[src/rtl/rgd_arb_pkg.sv]
// Shared types and helpers for the rgd_arbiter two-phase request/grant/done arbiter.
package rgd_arb_pkg;

  typedef enum logic [1:0] {
    IDLE    = 2'd0,
    GRANT   = 2'd1,
    RELEASE = 2'd2
  } arb_state_e;

  typedef enum logic [0:0] {
    ARB_RR    = 1'b0,
    ARB_FIXED = 1'b1
  } arb_mode_e;

  // Both operands are already below n, so one conditional subtract replaces a modulo.
  function automatic int unsigned wrap_add(input int unsigned base, input int unsigned off,
                                           input int unsigned n);
    int unsigned sum;
    sum = base + off;
    return (sum >= n) ? (sum - n) : sum;
  endfunction

endpackage

[src/rtl/phase_sync.sv]
// N-bit multi-flop synchroniser for two-phase handshake signals crossing into clk.
module phase_sync #(
  parameter int unsigned N       = 4,
  parameter int unsigned STAGES  = 2,
  parameter logic [N-1:0] RST_VAL = '0
) (
  input  logic         clk,
  input  logic         rst_n,
  input  logic [N-1:0] d_i,
  output logic [N-1:0] q_o
);

  logic [STAGES-1:0][N-1:0] sync_q;

  // Shift chain; stage 0 samples the asynchronous input.
  always_ff @(posedge clk or negedge rst_n) begin
    if (!rst_n) begin
      sync_q <= {STAGES{RST_VAL}};
    end else begin
      sync_q <= {sync_q[STAGES-2:0], d_i};
    end
  end

  assign q_o = sync_q[STAGES-1];

endmodule

[src/rtl/rgd_arbiter.sv]
// Arbiter over N_CH two-phase request/grant/done channels; one grant outstanding at a time,
// winner chosen round-robin or by fixed lowest-index priority.
module rgd_arbiter
  import rgd_arb_pkg::*;
#(
  parameter int unsigned     N_CH        = 4,
  parameter arb_mode_e       MODE        = ARB_RR,
  parameter int unsigned     SYNC_STAGES = 2,
  parameter logic [N_CH-1:0] PHASE_INIT  = '0
) (
  input  logic                    clk,
  input  logic                    rst_n,
  input  logic [N_CH-1:0]         in_req,
  output logic [N_CH-1:0]         out_req,
  input  logic [N_CH-1:0]         in_done,
  output logic                    busy,
  output logic [$clog2(N_CH)-1:0] grant_id,
  output logic                    proto_err
);

  localparam int unsigned IDW = $clog2(N_CH);

  logic [N_CH-1:0] req_sync_s;
  logic [N_CH-1:0] done_sync_s;
  logic [N_CH-1:0] pending_s;
  logic [N_CH-1:0] done_tgl_s;
  logic [N_CH-1:0] grant_mask_s;
  logic [31:0]     base_s;
  logic [IDW-1:0]  idx_s;
  logic [IDW-1:0]  winner_s;
  logic [IDW-1:0]  next_ptr_s;
  logic            win_valid_s;
  logic            done_hit_s;
  logic            bad_done_s;

  arb_state_e      state_q;
  logic [N_CH-1:0] out_req_q;
  logic [N_CH-1:0] done_seen_q;
  logic [IDW-1:0]  ptr_q;
  logic [IDW-1:0]  grant_id_q;
  logic            busy_q;
  logic            proto_err_q;

  phase_sync #(
    .N       (N_CH),
    .STAGES  (SYNC_STAGES),
    .RST_VAL (PHASE_INIT)
  ) u_req_sync (
    .clk   (clk),
    .rst_n (rst_n),
    .d_i   (in_req),
    .q_o   (req_sync_s)
  );

  phase_sync #(
    .N       (N_CH),
    .STAGES  (SYNC_STAGES),
    .RST_VAL (PHASE_INIT)
  ) u_done_sync (
    .clk   (clk),
    .rst_n (rst_n),
    .d_i   (in_done),
    .q_o   (done_sync_s)
  );

  // Winner search: scan upward from the pointer (or from 0 in fixed mode), first pending wins.
  always_comb begin
    pending_s   = req_sync_s ^ out_req_q;
    base_s      = (MODE == ARB_FIXED) ? 32'd0 : 32'(ptr_q);
    winner_s    = '0;
    win_valid_s = 1'b0;
    idx_s       = '0;
    for (int unsigned k = 0; k < N_CH; k++) begin
      idx_s       = IDW'(wrap_add(base_s, k, N_CH));
      winner_s    = (!win_valid_s && pending_s[idx_s]) ? idx_s : winner_s;
      win_valid_s = win_valid_s | pending_s[idx_s];
    end
  end

  // Done edges are judged against the last sampled phase, so a stray toggle never
  // corrupts the completion test of a later grant on that channel.
  always_comb begin
    done_tgl_s   = done_sync_s ^ done_seen_q;
    grant_mask_s = '0;
    if (state_q == GRANT) begin
      grant_mask_s[grant_id_q] = 1'b1;
    end else begin
      grant_mask_s = '0;
    end
    done_hit_s = |(done_tgl_s & grant_mask_s);
    bad_done_s = |(done_tgl_s & ~grant_mask_s);
    next_ptr_s = (grant_id_q == IDW'(N_CH - 1)) ? '0 : (grant_id_q + IDW'(1));
  end

  // Arbitration FSM with registered outputs.
  always_ff @(posedge clk or negedge rst_n) begin
    if (!rst_n) begin
      state_q     <= IDLE;
      out_req_q   <= PHASE_INIT;
      done_seen_q <= PHASE_INIT;
      ptr_q       <= '0;
      grant_id_q  <= '0;
      busy_q      <= 1'b0;
      proto_err_q <= 1'b0;
    end else begin
      done_seen_q <= done_sync_s;
      if (bad_done_s) begin
        proto_err_q <= 1'b1;
      end
      case (state_q)
        IDLE: begin
          if (win_valid_s) begin
            out_req_q[winner_s] <= ~out_req_q[winner_s];
            grant_id_q          <= winner_s;
            busy_q              <= 1'b1;
            state_q             <= GRANT;
          end
        end
        GRANT: begin
          if (done_hit_s) begin
            state_q <= RELEASE;
          end
        end
        RELEASE: begin
          busy_q  <= 1'b0;
          ptr_q   <= next_ptr_s;
          state_q <= IDLE;
        end
        default: begin
          busy_q  <= 1'b0;
          state_q <= IDLE;
        end
      endcase
    end
  end

  assign out_req   = out_req_q;
  assign busy      = busy_q;
  assign grant_id  = grant_id_q;
  assign proto_err = proto_err_q;

endmodule
[config.mk]
export PLATFORM = sky130hd
export DESIGN_NAME = rgd_arbiter
export DESIGN_NICKNAME = d
export VERILOG_FILES = /design/src/rtl/rgd_arb_pkg.sv /design/src/rtl/phase_sync.sv /design/src/rtl/rgd_arbiter.sv
export SDC_FILE = /design/constraint.sdc
export NUM_CORES = 1
export LEC_CHECK = 0
export CORE_MARGIN = 2
export CORE_UTILIZATION = 56
export DETAILED_ROUTE_END_ITERATION = 12
export GPL_ROUTABILITY_DRIVEN = 0
export PLACE_DENSITY = 0.9
export SYNTH_ARGS = -nofsm -noshare
export SYNTH_HDL_FRONTEND = slang
export SYNTH_HIERARCHICAL = 1
export SYNTH_SLANG_ARGS = --single-unit
export TNS_END_PERCENT = 10
[constraint.sdc]
create_clock -name clk -period 3.45 [get_ports clk]
set_input_delay 0.69 -clock clk [delete_from_list [all_inputs] [get_ports clk]]
set_output_delay 0.69 -clock clk [all_outputs]
set_load 0.01 [all_outputs]
# Yosys cells after proc, flatten, opt, wreduce, memory -nomap -nowiden
# Cells that the tools add are included.
# word_totals
regBits	32
input_bits	10
out_inout_bits	8
word_cells	90
# classes
n_addsub	8
n_lt_le_gt_ge	12
eq_ne	5
muxes	30
n_bitwise	10
reduce_logical	14
# op_table
cell	n
$mux 2	11
$lt 2x3->1 const B	6
$bmux 1 s2	5
$ge 3x3->1 const B	3
$and 4x4->4	2
$mux 1	8
$reduce_or 4->1	2
$sub 2x1->2 const B	4
$xor 4x4->4	2
$add 2x2->3 const B	2
$reduce_and 2->1	3
$logic_and 1x1->1	5
$bwmux 4	1
$demux 1 s2	2
$eq 2x2->1 const B	2
$ge 2x1->1 const B	2
$mux 4	1
$ne 2x2->1 const B	2
$not 4->4	1
$pmux 2 s2	1
$add 2x1->3 const B	1
$ge 2x3->1 const B	1
$logic_not 1->1	3
$or 1x1->1	3
other kinds (5)	6

# Depth between registers and ports, before layout
# Gate-level depths: netlist (run 1).
# depth
ltp_word	15
ltp_mapped	6
depth_no_buf	5

# Cells and area by module
# The synthesis (run 1) kept the hierarchy.
# modules_own_cells
module	n_inst	cells_each	area_per_inst_um2	seq_area_each_um2
rgd_arbiter	1	76	845.8	400.4
phase_sync	2	12	230.2	200.2

# Least setup slack after synthesis (run 1)
# OpenSTA, ideal clock, no wires.
# synth_path
path_kind	register -> register
startpoint	reg out_req_q[2] (netlist: out_req[2])
endpoint	reg out_req_q[3] (netlist: out_req[3])
setup_time_ns	0.127
arrival_time_ns	1.619
required_ns	3.323
path_slack_ns	1.704
path_stages_with_launch	6
path_buffers	0
synth_period_minus_slack_ns	1.746
path_cell_list	dfrtp_1 > xnor2_1 > a2bb2oi_1 > o211ai_2 > or4_4 > xnor2_2
# synth_via
elab_chain_len	13
word_cells_on_any_way	32
classes_between	order compare: 2; mux: 17; bitwise: 5; reduce/logical: 8
# synth_rtl
element	line_no	source
from (decl)	rgd_arbiter.sv:37	logic [N_CH-1:0] out_req_q;
from (signal, indexed assignment)	rgd_arbiter.sv:113	out_req_q[winner_s] <= ~out_req_q[winner_s];
$xor 4x4->4	rgd_arbiter.sv:68	pending_s = req_sync_s ^ out_req_q;
$bmux 1 s2	rgd_arbiter.sv:75, rgd_arbiter.sv:76	
$mux 1 (implied by the code)	rgd_arbiter.sv:75, rgd_arbiter.sv:76	
$logic_not 1->1 / $or 1x1->1 (equally long branches)	rgd_arbiter.sv:75, rgd_arbiter.sv:76	
$logic_and 1x1->1, or another cell as far along	rgd_arbiter.sv:75	winner_s = (!win_valid_s && pending_s[idx_s]) ? idx_s : winner_s;
$mux 2, or another cell as far along	rgd_arbiter.sv:75	
$mux 2 / $logic_and 1x1->1 (equally long branches)	rgd_arbiter.sv:75	
$mux 2	rgd_arbiter.sv:75	
$lt 2x3->1 (implied by the code) / $ge 2x1->1 (equally long branches)	rgd_arbiter.sv:113	
$logic_and 1x1->1 (implied by the code)	rgd_arbiter.sv:113	
$mux 1 (implied by the code)	rgd_arbiter.sv:113	
$demux 1 s2	rgd_arbiter.sv:113	
$bwmux 4	rgd_arbiter.sv:113	
# Parallel ways exist; a longest one is shown, timed or not. The select of a mux whose other input is x is not followed.
# A chain may end at the register's enable or synchronous reset.

# Final worst setup path (run 1)
# layout_path
startpoint	reg grant_id_q[0] (netlist: grant_id[0])
endpoint	out grant_id[0]
# layout_rtl
element	line_no	source
from (decl)	rgd_arbiter.sv:40	logic [IDW-1:0] grant_id_q;
from (signal assigned)	rgd_arbiter.sv:114	grant_id_q <= winner_s;
to (decl)	rgd_arbiter.sv:17	output logic [$clog2(N_CH)-1:0] grant_id,
# No word-level cell between the ends.

==> results of run 1 <==
==> layer usage <==
layer | vias up | wire (microns) | track usage, %
li1 | 364 | - | -
met1 | 377 | 861 | 20.6
met2 | 18 | 989 | 28.5
met3 | 8 | 98 | 7.14
met4 | 0 | 62 | 12.4
met5 | - | 0 | 0
==> flip-flops by register name (all words and copies together), names as in the netlist <==
signal and cells:
state_q 2, u_req_sync/sync_q 4, u_req_sync/q_o 4, proto_err 1, busy 1, grant_id 2
u_done_sync/q_o 4, ptr_q 2, u_done_sync/sync_q 4, done_seen_q 4, out_req 4
==> logic make-up after synthesis <==
family | share of synthesized area (%)
buffers and inverters | 6.61
XOR/XNOR | 9.20
multiplexers | 0.862
AND/OR/NAND/NOR | 7.57
flip-flops | 61.3
adder cells (fa/ha/maj) | 3.83
AO/OA/AOI/OAI | 10.6
==> how the worst max path moves through the flow <==
stage,depth (start not counted),start,end
floorplan,5,out_req[2],out_req[3]
global placement,5,out_req[2],out_req[3]
detailed placement,5,out_req[2],out_req[3]
CTS,1,grant_id[0],grant_id[0]
global route,1,grant_id[0],grant_id[0]
finish,1,grant_id[0],grant_id[0]
==> worst reg2reg max path, cell delays in order (launching register included) <==
cell,delay (ns)
dfrtp_1,0.42
xnor2_1,0.26
a2bb2oi_1,0.23
o211ai_2,0.15
or4_4,0.51
xnor2_2,0.14
==> through the flow <==
step	total power, W	setup slack (ns)	cells	utilization, %
floorplan	0.000852	1.70	100	-
global placement	0.000990	1.71	138	66.0
detailed placement	0.00103	1.63	138	66.0
CTS	0.00130	1.37	146	69.6
global route	0.00138	1.32	146	69.6
finish	0.00129	1.40	146	69.6
==> final cells by class <==
cell class / count / area [sq um] / area share (%)
Clock buffer: 5 / 37.5 / 2.44
Inverter: 7 / 26.3 / 1.71
Clock inverter: 3 / 42.5 / 2.76
Timing Repair Buffer: 18 / 178 / 11.5
Tap cell: 28 / 35.0 / 2.28
Multi-Input combinational cell: 53 / 419 / 27.2
Sequential cell: 32 / 801 / 52.0
==> synthesized netlist by cell type (2+ instances only) <==
cell type	count	area, sq um
dfrtp_1	32	801
buf_4	8	60.1
inv_1	7	26.3
o21ai_0	6	30.0
xor2_1	6	52.6
ha_1	4	50.1
xnor2_1	4	35.0
a21oi_1	3	15.0
nand2_1	3	11.3
nand2b_1	3	18.8
a22oi_1	2	15.0
nand3b_1	2	15.0
nor2_1	2	7.51
o31ai_1	2	15.0
==> power breakdown <==
part,switching [W],leakage [nW],internal (W)
clock network,0.000121,0.0412,0.000151
logic,0.000240,0.253,0.000245
registers,0.0000869,0.374,0.000451
==> results.json, run 1 <==
{
  "synth_cell_types": 30,
  "cts_buffers": 5,
  "layout.nets": 131,
  "rsz0062_at_grt": "false",
  "vias": 767,
  "drt-total-wl_microns": 2010,
  "dr.pass1.iters": 4,
  "ff2ff_path_depth": 5,
  "worst_path_max_delay_cell": "clkdlybuf4s50_1",
  "worstSkewPairLatency_ns": 0.34,
  "critPathTopFamily": "buffers and inverters",
  "cp_cell_sequence": "clkdlybuf4s50_1",
  "path_class": "reg -> out",
  "path_max_fanout": 6,
  "worstSetupStartpointType": "register",
  "setup_viol": 0,
  "final_common_cell": "dfrtp_1",
  "tns_ns": 0,
  "drt-wirelength-per-cell_microns": 13.8,
  "post-route-cell-area_sq_um": 1540,
  "die_w_microns": 52.3,
  "synth_seq_area_share_pct": 61.3,
  "clk_pin_slew_ns": 0.11,
  "die_h_microns": 52.3,
  "nFillCells": 158,
  "fin_crit_sh_pct": 59.5,
  "p_leak_nw": 0.668,
  "initial_core_util_pct": 59.0,
  "root_buffer": "clkbuf_4",
  "portBuffers": 17,
  "cp.arrival_ns": 1.36,
  "r2r_slack_ns": 1.63,
  "clock_skew_ns": 0.0199,
  "syn_area_per_cell_sq_um": 13.1,
  "cts_tree": "done",
  "syn_area_sq_um": 1310,
  "cts_max_level": 2,
  "grt_pass1_vias": 778,
  "fmax_ghz": 0.487,
  "grt_use_total_pct": 18.3,
  "grt-ovfl-total": 0,
  "slowest_delay_ns": 0.58,
  "ctsHoldBuffers": 0,
  "numClockSinks": 32,
  "tightest_slew_ns": 0.577,
  "clockBufferDepth": 2,
  "timing.final.max_slew_violations": 0,
  "ant_nets": 0,
  "grt_max_degree": 33,
  "syn_nets": 114,
  "hold_violations": 0,
  "async_reset_ff_share_pct": 100,
  "viasPerCell": 5.25,
  "core_sq_um": 2210,
  "dp_hpwl_microns": 1500,
  "worstReg2RegStart": "out_req[2]",
  "timing.rr.end": "out_req[3]",
  "layout-drive-gt1-share_pct": 15.3,
  "min_path_type": "reg -> reg",
  "status": "finished clean",
  "maxCapViolations": 0,
  "finalCriticalPeriod_ns": 2.05,
  "placed_area_sq_um": 1460,
  "syn_inst": 100,
  "dieArea_sq_um": 2730,
  "cp.required_ns": 2.76,
  "area_delta_synth_final_pct": 17.8,
  "end_kind": "output pin",
  "synth_edf_count": 0,
  "holdPathStages": 0,
  "max-vdd-ir-drop_v": 0.000652,
  "n_antenna_cell": 0,
  "cts_setup_buffers": 0,
  "powerDensity_nw_per_um2": 841,
  "hold_path_end": "u_done_sync/q_o[3]",
  "antenna_found_initial": 0,
  "ctsResizeCount": 0,
  "drc": 0,
  "ios": 18,
  "worst-path-buf-inv": 1,
  "ys_ff_latch": 32,
  "relSlewSlack_pct": 61.2,
  "drtIter0Drc": 7,
  "min_from": "u_done_sync/sync_q[3]",
  "rows": 17,
  "hold_ws_ns": 0.341,
  "final_cell_mix": "32 x dfrtp_1, 17 x clkdlybuf4s50_1, 7 x inv_1",
  "ys_warn_count": 6,
  "grt_pass1_wl_microns": 3430,
  "synthFlopType": "dfrtp_1"
}
Power figures use the tool's default switching activity.
==> inputs of run 2 (changes only) <==
--- a/config.mk
+++ b/config.mk
@@ -6,10 +6,10 @@
 export NUM_CORES = 1
 export LEC_CHECK = 0
 export CORE_MARGIN = 2
-export CORE_UTILIZATION = 56
+export CORE_UTILIZATION = 52
 export DETAILED_ROUTE_END_ITERATION = 12
 export GPL_ROUTABILITY_DRIVEN = 0
-export PLACE_DENSITY = 0.9
+export PLACE_DENSITY = 0.85
 export SYNTH_ARGS = -nofsm -noshare
 export SYNTH_HDL_FRONTEND = slang
 export SYNTH_HIERARCHICAL = 1
==> constraint.sdc (replaced) <==
create_clock -name clk -period 1.99 [get_ports clk]
set_input_delay 0.398 -clock clk [delete_from_list [all_inputs] [get_ports clk]]
set_output_delay 0.398 -clock clk [all_outputs]
set_load 0.01 [all_outputs]
==> results.json, run 2 (same netlist as run 1, synthesis figures left out) <==
{
  "ctsHoldBuffers": 0,
  "cp.arrival_ns": 2.08,
  "hold_violations": 0,
  "status": "finished clean",
  "drc": 0,
  "path_max_fanout": 5,
  "timing.final.max_slew_violations": 0,
  "ios": 18,
  "max-vdd-ir-drop_v": 0.000693,
  "fin_crit_sh_pct": 92.4,
  "area_delta_synth_final_pct": 16.0,
  "clockBufferDepth": 2,
  "dieArea_sq_um": 2930,
  "n_antenna_cell": 0,
  "ant_nets": 0,
  "root_buffer": "clkbuf_4",
  "relSlewSlack_pct": 72.2,
  "initial_core_util_pct": 53.7,
  "rows": 18,
  "drt-total-wl_microns": 1960,
  "core_sq_um": 2430,
  "final_common_cell": "dfrtp_1",
  "placedCellCount": 141,
  "design_power_total_w": 0.00210,
  "vias": 771,
  "die_h_microns": 54.1,
  "drtIter0Drc": 12,
  "grt_pass1_wl_microns": 3350,
  "finalCriticalPeriod_ns": 1.84,
  "clk_pin_slew_ns": 0.08,
  "cts_setup_buffers": 0,
  "dr.pass1.iters": 4,
  "final_cells": 148,
  "grt_pass1_vias": 787,
  "path_class": "reg -> reg",
  "layout-drive-gt1-share_pct": 14.4,
  "fmax_ghz": 0.544,
  "antenna_found_initial": 0,
  "end_kind": "register",
  "tightest_slew_ns": 0.415,
  "dp_hpwl_microns": 1450,
  "worstSkewPairLatency_ns": 0.32,
  "numClockSinks": 32,
  "clock_skew_ns": 0.00716,
  "grt_use_total_pct": 17.2,
  "rsz0062_at_grt": "false",
  "ctsResizeCount": 0,
  "drt-wirelength-per-cell_microns": 13.2,
  "die_w_microns": 54.1,
  "maxCapViolations": 0,
  "cp.required_ns": 2.23,
  "viasPerCell": 5.21,
  "min_path_type": "reg -> reg",
  "setup_viol": 0,
  "layout.nets": 132,
  "cts_max_level": 2,
  "portBuffers": 17,
  "grt_max_degree": 33,
  "grt-ovfl-total": 0,
  "worstSetupStartpointType": "register",
  "powerDensity_nw_per_um2": 1390,
  "cts_buffers": 5,
  "final_cell_mix": "32 x dfrtp_1, 17 x clkdlybuf4s50_1, 7 x inv_1",
  "cts_tree": "done",
  "tns_ns": 0,
  "p_leak_nw": 0.660
}
run 2: cell types whose count changed in the layout (fill, tap and decap cells not counted):
cell / delta
buf_4: +1
bufinv_16: -1
clkbuf_1: +1
clkinvlp_4: -1
run 2: layout make-up:
class,instances,area [sq um]
clock inverter,1,5.00
sequential,32,801
timing repair buffer,19,185
multi-input combinational,53,419
fill,192,917
tap,30,37.5
inverter,7,26.3
clock buffer,6,41.3
run 2: final timing paths:
kind                                            start               endpoint  slack [ns]  cells after the start
worst max-delay path                       out_req[3]             out_req[1]        0.15                      5
worst min-delay path            u_done_sync/sync_q[0]     u_done_sync/q_o[0]        0.35                      0
worst max register to register             out_req[3]             out_req[1]        0.15                      5
worst min register to register  u_done_sync/sync_q[0]     u_done_sync/q_o[0]        0.35                      0
max in group asynchronous                       rst_n  u_done_sync/sync_q[3]        1.24                      2
min in group asynchronous                       rst_n   u_req_sync/sync_q[0]        0.46                      2
run 2: critical path, cell delays in order (launching register included):
cell and delay (ns):
dfrtp_1 0.44, xnor2_1 0.32, a21boi_0 0.18, o21ai_1 0.30, nor3b_1 0.36, xor2_1 0.18
run 2: where the power goes:
| group | leakage (nW) | internal [W] | total, W | switching [W] |
|---|---|---|---|---|
| Combinational | 0.258 | 0.000437 | 0.000850 | 0.000413 |
| Clock | 0.0281 | 0.000130 | 0.000320 | 0.000190 |
| Sequential | 0.374 | 0.000782 | 0.000931 | 0.000148 |
run 2: through the flow:
stage               hold WS [ns]  utilization (%)  setup slack [ns]  area (sq um)
floorplan                  0.102                -             0.244          1310
global placement           0.333             60.4             0.253          1470
detailed placement         0.335             60.4             0.196          1470
CTS                        0.355             62.3             0.166          1520
global route               0.366             62.3            0.0595          1520
finish                     0.353             62.3             0.151          1520
run 2: routing by layer:
| layer | track usage [%] | vias up | share of wire (%) |
|---|---|---|---|
| li1 | - | 367 | - |
| met1 | 19.5 | 371 | 40 |
| met2 | 26.7 | 24 | 51 |
| met3 | 6.67 | 9 | 5.7 |
| met4 | 11.3 | 0 | 3.0 |
| met5 | 0 | - | 0 |
==> inputs of run 3 (changes only) <==
--- a/config.mk
+++ b/config.mk
@@ -9,6 +9,7 @@
 export CORE_UTILIZATION = 52
 export DETAILED_ROUTE_END_ITERATION = 12
 export GPL_ROUTABILITY_DRIVEN = 0
+export GPL_TIMING_DRIVEN = 0
 export PLACE_DENSITY = 0.85
 export SYNTH_ARGS = -nofsm -noshare
 export SYNTH_HDL_FRONTEND = slang
==> results.json, run 3 (same netlist as run 1, synthesis figures left out) <==
{
  "slowest_delay_ns": 0.52,
  "design_power_total_w": 0.00216,
  "area_delta_synth_final_pct": 20.7,
  "grt_pass1_vias": 786,
  "drt-total-wl_microns": 2000,
  "n_antenna_cell": 0,
  "ios": 18,
  "drtIter0Drc": 10,
  "fmax_ghz": 0.542,
  "antenna_found_initial": 0,
  "multi_input_area_sq_um": 425,
  "grt_max_degree": 33,
  "final_cell_mix": "32 x dfrtp_1, 16 x clkdlybuf4s50_1, 8 x buf_4",
  "grt_use_total_pct": 17.2,
  "die_h_microns": 54.1,
  "cts_tree": "done",
  "max-vdd-ir-drop_v": 0.000822,
  "cts_max_level": 2,
  "layout.nets": 138,
  "min_path_type": "in -> async",
  "finalCriticalPeriod_ns": 1.85,
  "root_buffer": "clkbuf_4",
  "numClockSinks": 32,
  "tns_ns": 0,
  "dieArea_sq_um": 2930,
  "initial_core_util_pct": 53.7,
  "drt-wirelength-per-cell_microns": 12.9,
  "nFillCells": 192,
  "pre_cts_ws_ns": -0.0217,
  "ant_nets": 0,
  "clk_pin_slew_ns": 0.10,
  "path_class": "reg -> reg",
  "die_w_microns": 54.1,
  "grt_pass1_wl_microns": 3370,
  "layout-drive-gt1-share_pct": 21.6,
  "ctsHoldBuffers": 0,
  "cp.required_ns": 2.21,
  "powerDensity_nw_per_um2": 1370,
  "grt-ovfl-total": 0,
  "final_common_cell": "dfrtp_1",
  "end_kind": "register",
  "core_sq_um": 2430,
  "clock_skew_ns": 0.0127,
  "cp.arrival_ns": 2.07,
  "maxCapViolations": 0,
  "viasPerCell": 5.08,
  "worstSkewPairLatency_ns": 0.33,
  "timing.final.max_slew_violations": 0,
  "clockBufferDepth": 2,
  "setup_viol": 0,
  "status": "finished clean",
  "portBuffers": 17,
  "p_leak_nw": 0.699,
  "vias": 787,
  "relSlewSlack_pct": 55.5,
  "rsz0062_at_grt": "false",
  "worstSetupStartpointType": "register",
  "dp_hpwl_microns": 1500,
  "ff_latch_area_sq_um": 801,
  "setup_ws_ns": 0.145,
  "cts_buffers": 5,
  "utilization_pct": 64.8,
  "fin_crit_sh_pct": 92.7,
  "tightest_slew_ns": 0.667,
  "hold_ws_ns": 0.0853,
  "worst_path_max_delay_cell": "or4_4",
  "hold_violations": 0,
  "dr.pass1.iters": 2,
  "rows": 18,
  "drc": 0,
  "cp_cell_sequence": "buf_4 > xnor2_1 > or3_2 > o211ai_2 > or4_4 > xnor2_2",
  "path_max_fanout": 5
}
==> run 3: cell types whose count changed in the layout (fill, tap and decap cells not counted), sizes merged <==
cell and delta:
clkdlybuf4s50 -1, clkinv +1, buf +7
==> run 3: cell type report <==
| type | count | share of cell area, % |
|---|---|---|
| Clock buffer | 6 | 3.25 |
| Clock inverter | 2 | 0.635 |
| Sequential cell | 32 | 50.8 |
| Tap cell | 30 | 2.38 |
| Inverter | 7 | 1.67 |
| Buffer | 8 | 3.81 |
| Multi-Input combinational cell | 53 | 27.0 |
| Timing Repair Buffer | 17 | 10.5 |
==> run 3: worst max-delay path: cells and delay by family (launching register included) <==
family | cells | cell delay (ns)
AOI/OAI and AO/OA | 1 | 0.13
buffers and inverters | 1 | 0.13
xor gates and xnor gates | 2 | 0.41
DFF | 1 | 0.36
and+or+nand+nor | 2 | 0.72
==> run 3: what timing repair did <==
item / 4_1_cts / 5_1_grt
buffers inserted: 0 / 0
endpoints found under the setup margin: 0 / 1
gates resized for setup: 0 / 1
==> run 3: power by group <==
part / switching, W / leakage, nW / internal [W]
sequential: 0.000149 / 0.374 / 0.000782
combinational: 0.000416 / 0.288 / 0.000439
clock: 0.000205 / 0.0380 / 0.000168
==> run 3: final timing paths <==
check                                startpoint                end  slack [ns]  depth (start not counted)
setup reg to reg              u_req_sync/q_o[2]         out_req[3]        0.14                          6
hold reg to reg            u_req_sync/sync_q[0]  u_req_sync/q_o[0]        0.35                          0
max in group asynchronous                 rst_n         out_req[0]        1.47                          1
setup / recovery              u_req_sync/q_o[2]         out_req[3]        0.14                          6
hold / removal                            rst_n         out_req[2]        0.09                          1
min in group clk           u_req_sync/sync_q[0]  u_req_sync/q_o[0]        0.35                          0
==> run 3: metal layers <==
layer	part of all wire [%]	track usage, %	vias up
met5	0	0	-
li1	-	-	380
met1	42	19.4	390
met3	3.8	5.00	5
met4	1.9	11.3	0
met2	53	28.1	12
==> run 3: stage by stage <==
step,instance area (sq um),cells
after floorplan,1310,100
after global placement,1510,147
after detailed placement,1510,147
after CTS,1580,155
after global routing,1580,155
final,1580,155
